`src/rtl/muldiv_unit.sv`:
```
// Iterative radix-2 multiply/divide unit: fixed 35-cycle turnaround for every operation.
// Magnitude arithmetic in CALC, sign correction and word select in FIX.
module muldiv_unit #(
  parameter int unsigned XLEN = 32
) (
  input  logic            clk_i,
  input  logic            rst_ni,
  input  logic            valid_i,
  output logic            ready_o,
  input  logic [4:0]      aluctrl_i,
  input  logic [XLEN-1:0] a_i,
  input  logic [XLEN-1:0] b_i,
  input  logic            kill_i,
  output logic            done_o,
  output logic [XLEN-1:0] result_o
);

  localparam int unsigned CntW = $clog2(XLEN);

  localparam logic [2:0] OpMul    = 3'd0;
  localparam logic [2:0] OpMulh   = 3'd1;
  localparam logic [2:0] OpMulhsu = 3'd2;
  localparam logic [2:0] OpMulhu  = 3'd3;
  localparam logic [2:0] OpDiv    = 3'd4;
  localparam logic [2:0] OpDivu   = 3'd5;
  localparam logic [2:0] OpRem    = 3'd6;

  typedef enum logic [1:0] {StIdle, StCalc, StFix, StDone} state_e;

  state_e              state_q;
  logic [CntW-1:0]     cnt_q;
  logic [2:0]          op_q;
  logic                a_neg_q, b_neg_q;
  logic [XLEN-1:0]     ma_q, mb_q;
  logic [2*XLEN-1:0]   prod_q;
  logic [XLEN-1:0]     result_q;

  // Accept-time decode
  logic            op_ok, a_sgn, b_sgn, a_neg_in, b_neg_in;
  logic [2:0]      op_in;
  logic [XLEN-1:0] ma_in, mb_in;

  always_comb begin
    op_ok = (aluctrl_i >= 5'd21) && (aluctrl_i <= 5'd28);
    op_in = 3'(aluctrl_i - 5'd21);
    a_sgn = 1'b0;
    b_sgn = 1'b0;
    case (op_in)
      OpMulh, OpDiv, OpRem: begin
        a_sgn = 1'b1;
        b_sgn = 1'b1;
      end
      OpMulhsu: a_sgn = 1'b1;
      default: ;
    endcase
    a_neg_in = a_sgn & a_i[XLEN-1];
    b_neg_in = b_sgn & b_i[XLEN-1];
    ma_in    = a_neg_in ? -a_i : a_i;
    mb_in    = b_neg_in ? -b_i : b_i;
  end

  // One iteration: multiply keeps {acc, multiplier}, divide keeps {remainder, dividend/quotient}
  logic [XLEN:0]     mul_sum, div_shift, div_diff;
  logic              div_ge;
  logic [2*XLEN-1:0] mul_next, div_next;

  always_comb begin
    mul_sum   = {1'b0, prod_q[2*XLEN-1:XLEN]} + (prod_q[0] ? {1'b0, ma_q} : '0);
    mul_next  = {mul_sum, prod_q[XLEN-1:1]};
    div_shift = {prod_q[2*XLEN-1:XLEN], prod_q[XLEN-1]};
    div_diff  = div_shift - {1'b0, mb_q};
    div_ge    = ~div_diff[XLEN];
    div_next  = {div_ge ? div_diff[XLEN-1:0] : div_shift[XLEN-1:0], prod_q[XLEN-2:0], div_ge};
  end

  // Sign correction and output word select
  logic [2*XLEN-1:0] prod_fix;
  logic [XLEN-1:0]   quo, rem, quo_fix, rem_fix, fix_word;

  always_comb begin
    prod_fix = (a_neg_q ^ b_neg_q) ? -prod_q : prod_q;
    quo      = prod_q[XLEN-1:0];
    rem      = prod_q[2*XLEN-1:XLEN];
    // Divide by zero yields all-ones quotient regardless of signs
    quo_fix  = (mb_q == '0) ? '1 : ((a_neg_q ^ b_neg_q) ? -quo : quo);
    rem_fix  = a_neg_q ? -rem : rem;
    case (op_q)
      OpMul:                     fix_word = prod_fix[XLEN-1:0];
      OpMulh, OpMulhsu, OpMulhu: fix_word = prod_fix[2*XLEN-1:XLEN];
      OpDiv, OpDivu:             fix_word = quo_fix;
      default:                   fix_word = rem_fix;
    endcase
  end

  always_ff @(posedge clk_i or negedge rst_ni) begin
    if (!rst_ni) begin
      state_q  <= StIdle;
      cnt_q    <= '0;
      op_q     <= '0;
      a_neg_q  <= 1'b0;
      b_neg_q  <= 1'b0;
      ma_q     <= '0;
      mb_q     <= '0;
      prod_q   <= '0;
      result_q <= '0;
    end else begin
      case (state_q)
        StIdle: begin
          if (valid_i && op_ok) begin
            op_q    <= op_in;
            a_neg_q <= a_neg_in;
            b_neg_q <= b_neg_in;
            ma_q    <= ma_in;
            mb_q    <= mb_in;
            cnt_q   <= '0;
            prod_q  <= {{XLEN{1'b0}}, op_in[2] ? ma_in : mb_in};
            state_q <= StCalc;
          end
        end
        StCalc: begin
          if (kill_i) begin
            state_q <= StIdle;
          end else begin
            prod_q <= op_q[2] ? div_next : mul_next;
            cnt_q  <= cnt_q + 1'b1;
            if (cnt_q == CntW'(XLEN - 1)) state_q <= StFix;
          end
        end
        StFix: begin
          if (kill_i) begin
            state_q <= StIdle;
          end else begin
            result_q <= fix_word;
            state_q  <= StDone;
          end
        end
        default: state_q <= StIdle;
      endcase
    end
  end

  assign ready_o  = (state_q == StIdle);
  assign done_o   = (state_q == StDone);
  assign result_o = result_q;

endmodule
```
`config.mk`:
```
export PLATFORM = sky130hd
export DESIGN_NAME = muldiv_unit
export DESIGN_NICKNAME = d
export VERILOG_FILES = /design/src/rtl/muldiv_unit.sv
export SDC_FILE = /design/constraint.sdc
export NUM_CORES = 1
export LEC_CHECK = 0
export CAP_MARGIN = 0
export CORE_ASPECT_RATIO = 0.5
export CORE_MARGIN = 1.5
export CORE_UTILIZATION = 30
export CTS_CLUSTER_DIAMETER = 50
export DETAILED_ROUTE_END_ITERATION = 10
export DONT_BUFFER_PORTS = 1
export GPL_ROUTABILITY_DRIVEN = 0
export HOLD_SLACK_MARGIN = 0.06
export SYNTH_ARGS = -nofsm -noshare
export SYNTH_HDL_FRONTEND = slang
export SYNTH_SLANG_ARGS = --single-unit
```
`constraint.sdc`:
```
create_clock -name clk_i -period 4.5 [get_ports clk_i]
set_input_delay 0.9 -clock clk_i [delete_from_list [all_inputs] [get_ports clk_i]]
set_output_delay 0.9 -clock clk_i [all_outputs]
set_load 0.02 [all_outputs]
```
* Yosys cells after proc, flatten, opt, wreduce, memory -nomap -nowiden
Cells that the tools add are included.
** Cells by class
- Add/subtract/negate cells :: 9
- Magnitude comparators :: 2
- Equality and inequality tests :: 16
- Multiplexer cells :: 24
- Bitwise gates (word level) :: 5
- Reductions and logical operators :: 14
** Operators with widths (number)
- two-way mux 32 bit :: 8
- two-way mux 64 bit :: 4
- negation 32 bit :: 4
- case mux 64 bit (2 select lines) :: 1
- case mux 32 bit (3 select lines) :: 1
- negation 64 bit :: 1
- adder 32 x 32 -> 33 bit :: 1
- subtractor 33 x 32 -> 33 bit :: 1
- zero test 32 bit :: 1
- equality test 3 bit (second input constant) :: 4
- two-way mux 5 bit :: 2
- case mux 5 bit (2 select lines) :: 1
- equality test 3 x 2 -> 1 bit (second input constant) :: 3
- two-way mux 2 bit :: 4
- equality test 3 x 1 -> 1 bit (second input constant) :: 2
- case mux 2 bit (3 select lines) :: 1
- AND reduction 2 bit :: 3
- OR reduction 3 bit :: 2
- adder 5 x 1 -> 5 bit (second input constant) :: 1
- equality test 5 bit (second input constant) :: 1
- >= comparator 5 bit (second input constant) :: 1
- less-or-equal comparator 5 bit (second input constant) :: 1
- equality test 2 bit (second input constant) :: 2
- OR reduction 4 bit :: 1
- 15 further kinds :: 19
** Storage, ports and cells
- Register bits after elaboration :: 172
- Input bits :: 73
- Output and inout bits :: 34
- Logic and storage cells :: 79

* Logic depth before layout (Yosys ltp)
- Depth after elaboration :: 9
- Mapped depth :: 15

* Worst setup path before layout
OpenSTA, ideal clock, no wires.
- Path type :: flip-flop to flip-flop
- Start :: register prod_q[0]
- End :: register prod_q[63]
- Arrival time :: 3.142 ns
- Setup slack :: 1.270 ns
- Cell stages (with the launch flop) :: 16
- Buffers on the path :: 2
- Cell sequence :: dfrtp_1 > clkbuf_1 > clkbuf_1 > and2_1 > ha_1 > inv_1 > fa_1 > nor2b_1 > o211ai_1 > a211oi_1 > o311ai_1 > a211oi_1 > o2111ai_1 > a21oi_1 > a21oi_1 > a41oi_1
** On the way
- Cells in the longest elaborated chain, start to end :: 5
** Ends and longest elaborated chain
- start: declaration :: line 35 : logic [2*XLEN-1:0] prod_q;
- start signal: assignment :: line 116 : prod_q <= {{XLEN{1'b0}}, op_in[2] ? ma_in : mb_in};
- start signal: assignment :: line 124 : prod_q <= op_q[2] ? div_next : mul_next;
- two-way mux 32 bit :: line 68 : mul_sum = {1'b0, prod_q[2*XLEN-1:XLEN]} + (prod_q[0] ? {1'b0, ma_q} : '0);
- adder 32 x 32 -> 33 bit :: line 68
- two-way mux 64 bit :: line 124
- two-way mux 64 bit :: line 121 : if (kill_i) begin
- case mux 64 bit (2 select lines) :: line 107 : case (state_q)
No other way between the ends. The select of a mux whose other input is x is not followed.
A chain may end at the register's enable or synchronous reset.

* Worst setup path in the final report
- Start :: register prod_q[31]
- End :: register prod_q[42]
** On the way
- Cells in the longest elaborated chain, start to end :: 5
** Ends and longest elaborated chain
- subtractor 33 x 32 -> 33 bit :: line 71 : div_diff = div_shift - {1'b0, mb_q};
- two-way mux 32 bit :: line 73 : div_next = {div_ge ? div_diff[XLEN-1:0] : div_shift[XLEN-1:0], prod_q[XLEN-2:0], div_ge};
- two-way mux 64 bit :: line 124
- two-way mux 64 bit :: line 121
- case mux 64 bit (2 select lines) :: line 107
No other way between the ends. The select of a mux whose other input is x is not followed.

==> run metrics <==
power density normalized to cell area 693 nW/um^2; CTS Root Buffer Type sky130_fd_sc_hd__clkbuf_16; number of clock buffers inserted by TritonCTS 17; wire length of the first global-routing pass between 80 and 90 mm; Row Count 58; overall die height 163 um; setup repair after global routing missed its margin false; Post-Route Setup TNS 0 ns; leakage power figure 7.10 nW; most frequently used flop master after synthesis sky130_fd_sc_hd__dfrtp_1; critical path required time 4.82 ns; placed wire-length estimate after detailed placement 46.6 mm; area of the mapped netlist approximately 15,000 sq um; number of optimization iterations in the first detailed-route pass 5; CTS tree done; number of warnings issued by yosys 0; actual slew at the worst max-slew pin 1.06 ns; hold_buf cts 0; Netlist cell types 85; number of vias per cell after detailed routing 5.81; horizontal die dimension around 320 um; fraction of registers with async set or reset after synthesis 1.00; count of input and output buffers 0; number of instances in the synthesized netlist 1,978; mean instance size in the synthesized netlist 7.79 sq um; clock period minus worst slack a little over 4 ns; post-CTS setup buffer count 0; crit path launch type flip-flop; DRC violation total after the first TritonRoute iteration around 1,800; number of nets produced by synthesis 2,128; global-route congestion overflow total 0; overall power of the completed layout 11.7 mW; drt total wl 59.3 mm; run status complete, no violations; fraction of final layout cells sized beyond drive strength 1 0.0732; worst vdd rail ir drop 0.369 mV; post-route DRC violation count 0; Worst Setup Slack post-DPL 0.480 ns; sequential element share of the synthesized area 0.279; H-tree levels 4; worst hold path class primary input to asynchronous set/reset pin; commonest non-fill, non-tap cells in the layout sky130_fd_sc_hd__nand2_1 (243), sky130_fd_sc_hd__o21ai_0 (175), sky130_fd_sc_hd__dfrtp_1 (171), sky130_fd_sc_hd__nor2_1 (147), sky130_fd_sc_hd__a21oi_1 (140); average wire per standard cell 22.5 um; Clock Tree Buf Depth 2; final standard cell utilization of the core 0.334; Antenna Cells 0; CTS clock-pin slew for the worst setup and hold paths roughly 0.08 ns; initial cell density of the core 0.305; core region area 50,500 sq um; clock skew after layout approximately 0.015 ns; area fraction of the dominant cell type after synthesis 0.279; cell type with the largest total area after synthesis sky130_fd_sc_hd__dfrtp_1; layout-stage area growth over the synthesis result 9.37%; Total Routing Usage GR 0.223; max-cap violation count 0; crit path max fanout 21; main area contributors after synthesis sky130_fd_sc_hd__dfrtp_1 (28%), sky130_fd_sc_hd__xnor2_1 (6.2%), sky130_fd_sc_hd__ha_1 (6.1%); slack of the critical path 0.371 ns; vias in the first global route 14,300; highest clock rate around 240 MHz; clock latency of the later-clocked register in the worst-skew pair 0.48 ns; EDFF count, synth 0; count of pins over their slew limit 0; Register-to-Register Path Depth 13; post-synthesis sequential element count 172; maximum number of pins on one net before global-route repair 173; Final period util 0.918; Arrival @ worst endpoint 4.45 ns; Antenna Violating Nets Remaining 0; Worst setup EP type flip-flop; number of top-level pins 107; routed vias 15,300; most common cell after layout, fill and taps aside sky130_fd_sc_hd__nand2_1; area of the die 52,800 sq um; Resized Gates After CTS 0; number of endpoints failing setup at the final stage 0; initial antenna violation count 0; final count of hold timing violations 0; number of sinks driven by the clock tree 172; critical path class flip-flop to flip-flop; Post-layout nets 2,077; relative max-transition margin 0.294
[per-layer routing]
metal | part of all wire | up-vias | GRT usage
met5 | 0 | - | 0
met4 | 0.039 | 0 | 0.0903
met3 | 0.089 | 118 | 0.0481
met2 | 0.44 | 746 | 0.345
met1 | 0.43 | 7419 | 0.302
li1 | - | 6990 | -
[power breakdown]
part	leakage [nW]	internal (mW)	switching, mW
sequential	2.16	2.00	0.824
clock	0.278	0.737	0.775
combinational	4.66	2.84	4.51
total	7.10	5.58	6.11
[logic make-up after synthesis]
family / after synthesis / share of synthesized area
XOR/XNOR: 197 / 0.112
AO/OA/AOI/OAI: 601 / 0.244
AND/OR/NAND/NOR: 679 / 0.215
buffers and inverters: 197 / 0.0506
adder cells (fa/ha/maj): 77 / 0.0635
flip-flops: 172 / 0.279
multiplexers: 55 / 0.0363
[critical path: stages (launching register included)]
cell	delay [ns]
sky130_fd_sc_hd__dfrtp_1	0.36
sky130_fd_sc_hd__inv_1	0.11
sky130_fd_sc_hd__ha_1	0.23
sky130_fd_sc_hd__fa_1	0.41
sky130_fd_sc_hd__nand2b_1	0.19
sky130_fd_sc_hd__a21oi_2	0.19
sky130_fd_sc_hd__o21ai_1	0.21
sky130_fd_sc_hd__a2111oi_4	0.40
sky130_fd_sc_hd__nor4_2	0.12
sky130_fd_sc_hd__or4_1	0.60
sky130_fd_sc_hd__nand2_2	0.52
sky130_fd_sc_hd__buf_4	0.33
sky130_fd_sc_hd__mux2i_1	0.22
sky130_fd_sc_hd__o21ai_1	0.08
[synth_stat cells, types with 6 or more instances]
| cell | n |
|---|---|
| sky130_fd_sc_hd__o21bai_1 | 7 |
| sky130_fd_sc_hd__nor3_1 | 51 |
| sky130_fd_sc_hd__o21ai_0 | 175 |
| sky130_fd_sc_hd__o21a_1 | 10 |
| sky130_fd_sc_hd__a22oi_1 | 19 |
| sky130_fd_sc_hd__inv_1 | 65 |
| sky130_fd_sc_hd__clkbuf_1 | 116 |
| sky130_fd_sc_hd__a221oi_1 | 16 |
| sky130_fd_sc_hd__mux2i_1 | 48 |
| sky130_fd_sc_hd__a21oi_1 | 140 |
| sky130_fd_sc_hd__or4_1 | 11 |
| sky130_fd_sc_hd__nand4_1 | 12 |
| sky130_fd_sc_hd__nand3_1 | 36 |
| sky130_fd_sc_hd__o31ai_1 | 22 |
| sky130_fd_sc_hd__ha_1 | 75 |
| sky130_fd_sc_hd__xor2_1 | 88 |
| sky130_fd_sc_hd__a211oi_1 | 9 |
| sky130_fd_sc_hd__or2_2 | 7 |
| sky130_fd_sc_hd__nand2_1 | 243 |
| sky130_fd_sc_hd__or3_1 | 22 |
| sky130_fd_sc_hd__a221o_1 | 7 |
| sky130_fd_sc_hd__and2_1 | 40 |
| sky130_fd_sc_hd__a31oi_1 | 27 |
| sky130_fd_sc_hd__dfrtp_1 | 172 |
| sky130_fd_sc_hd__buf_2 | 6 |
| sky130_fd_sc_hd__nor2b_1 | 14 |
| sky130_fd_sc_hd__o21ai_1 | 37 |
| sky130_fd_sc_hd__nor4_1 | 22 |
| sky130_fd_sc_hd__mux2_2 | 6 |
| sky130_fd_sc_hd__o41ai_1 | 10 |
| sky130_fd_sc_hd__xnor2_1 | 109 |
| sky130_fd_sc_hd__nor2_1 | 149 |
| sky130_fd_sc_hd__and3_1 | 13 |
| sky130_fd_sc_hd__a21o_1 | 28 |
| sky130_fd_sc_hd__o22ai_1 | 15 |
| sky130_fd_sc_hd__o221ai_1 | 20 |
| sky130_fd_sc_hd__nand2b_1 | 23 |
| sky130_fd_sc_hd__o211ai_1 | 15 |
[area by class of cell]
type,instances,area [sq um]
Multi-Input combinational cell,1609,10400
Inverter,65,244
Clock buffer,17,425
Tap cell,690,863
Timing Repair Buffer,62,490
Fill cell,5338,33600
Clock inverter,15,150
Sequential cell,172,4310
[state kept, by name (all words and copies together) (netlist names)]
signal    cells
ma_q         32
b_neg_q       1
result_o     32
op_q          3
state_q       2
a_neg_q       1
prod_q       64
mb_q         32
cnt_q         5
[path summary, 6_finish.rpt]
check                                       start                     end  slack, ns
max                        prod_q[31]$_DFFE_PN0P_  prod_q[42]$_DFFE_PN0P_       0.37
min                                        rst_ni     op_q[2]$_DFFE_PN0P_       0.14
max reg2reg                prod_q[31]$_DFFE_PN0P_  prod_q[42]$_DFFE_PN0P_       0.37
min reg2reg                  ma_q[23]$_DFFE_PN0P_    ma_q[23]$_DFFE_PN0P_       0.48
max in group asynchronous                  rst_ni  prod_q[41]$_DFFE_PN0P_       4.09
min in group clk_i           ma_q[23]$_DFFE_PN0P_    ma_q[23]$_DFFE_PN0P_       0.48
[per-stage QoR]
| stage | cells | hold slack [ns] | cell area (sq um) |
|---|---|---|---|
| after CTS | 2630 | 0.109 | 16900 |
| after global routing | 2630 | 0.117 | 16900 |
| after floorplan | 1978 | 0.442 | 15400 |
| after detailed placement | 2598 | 0.468 | 16300 |
| final | 2630 | 0.138 | 16900 |
| after global placement | 2598 | 0.459 | 16300 |
Power figures use the tool's default switching activity.
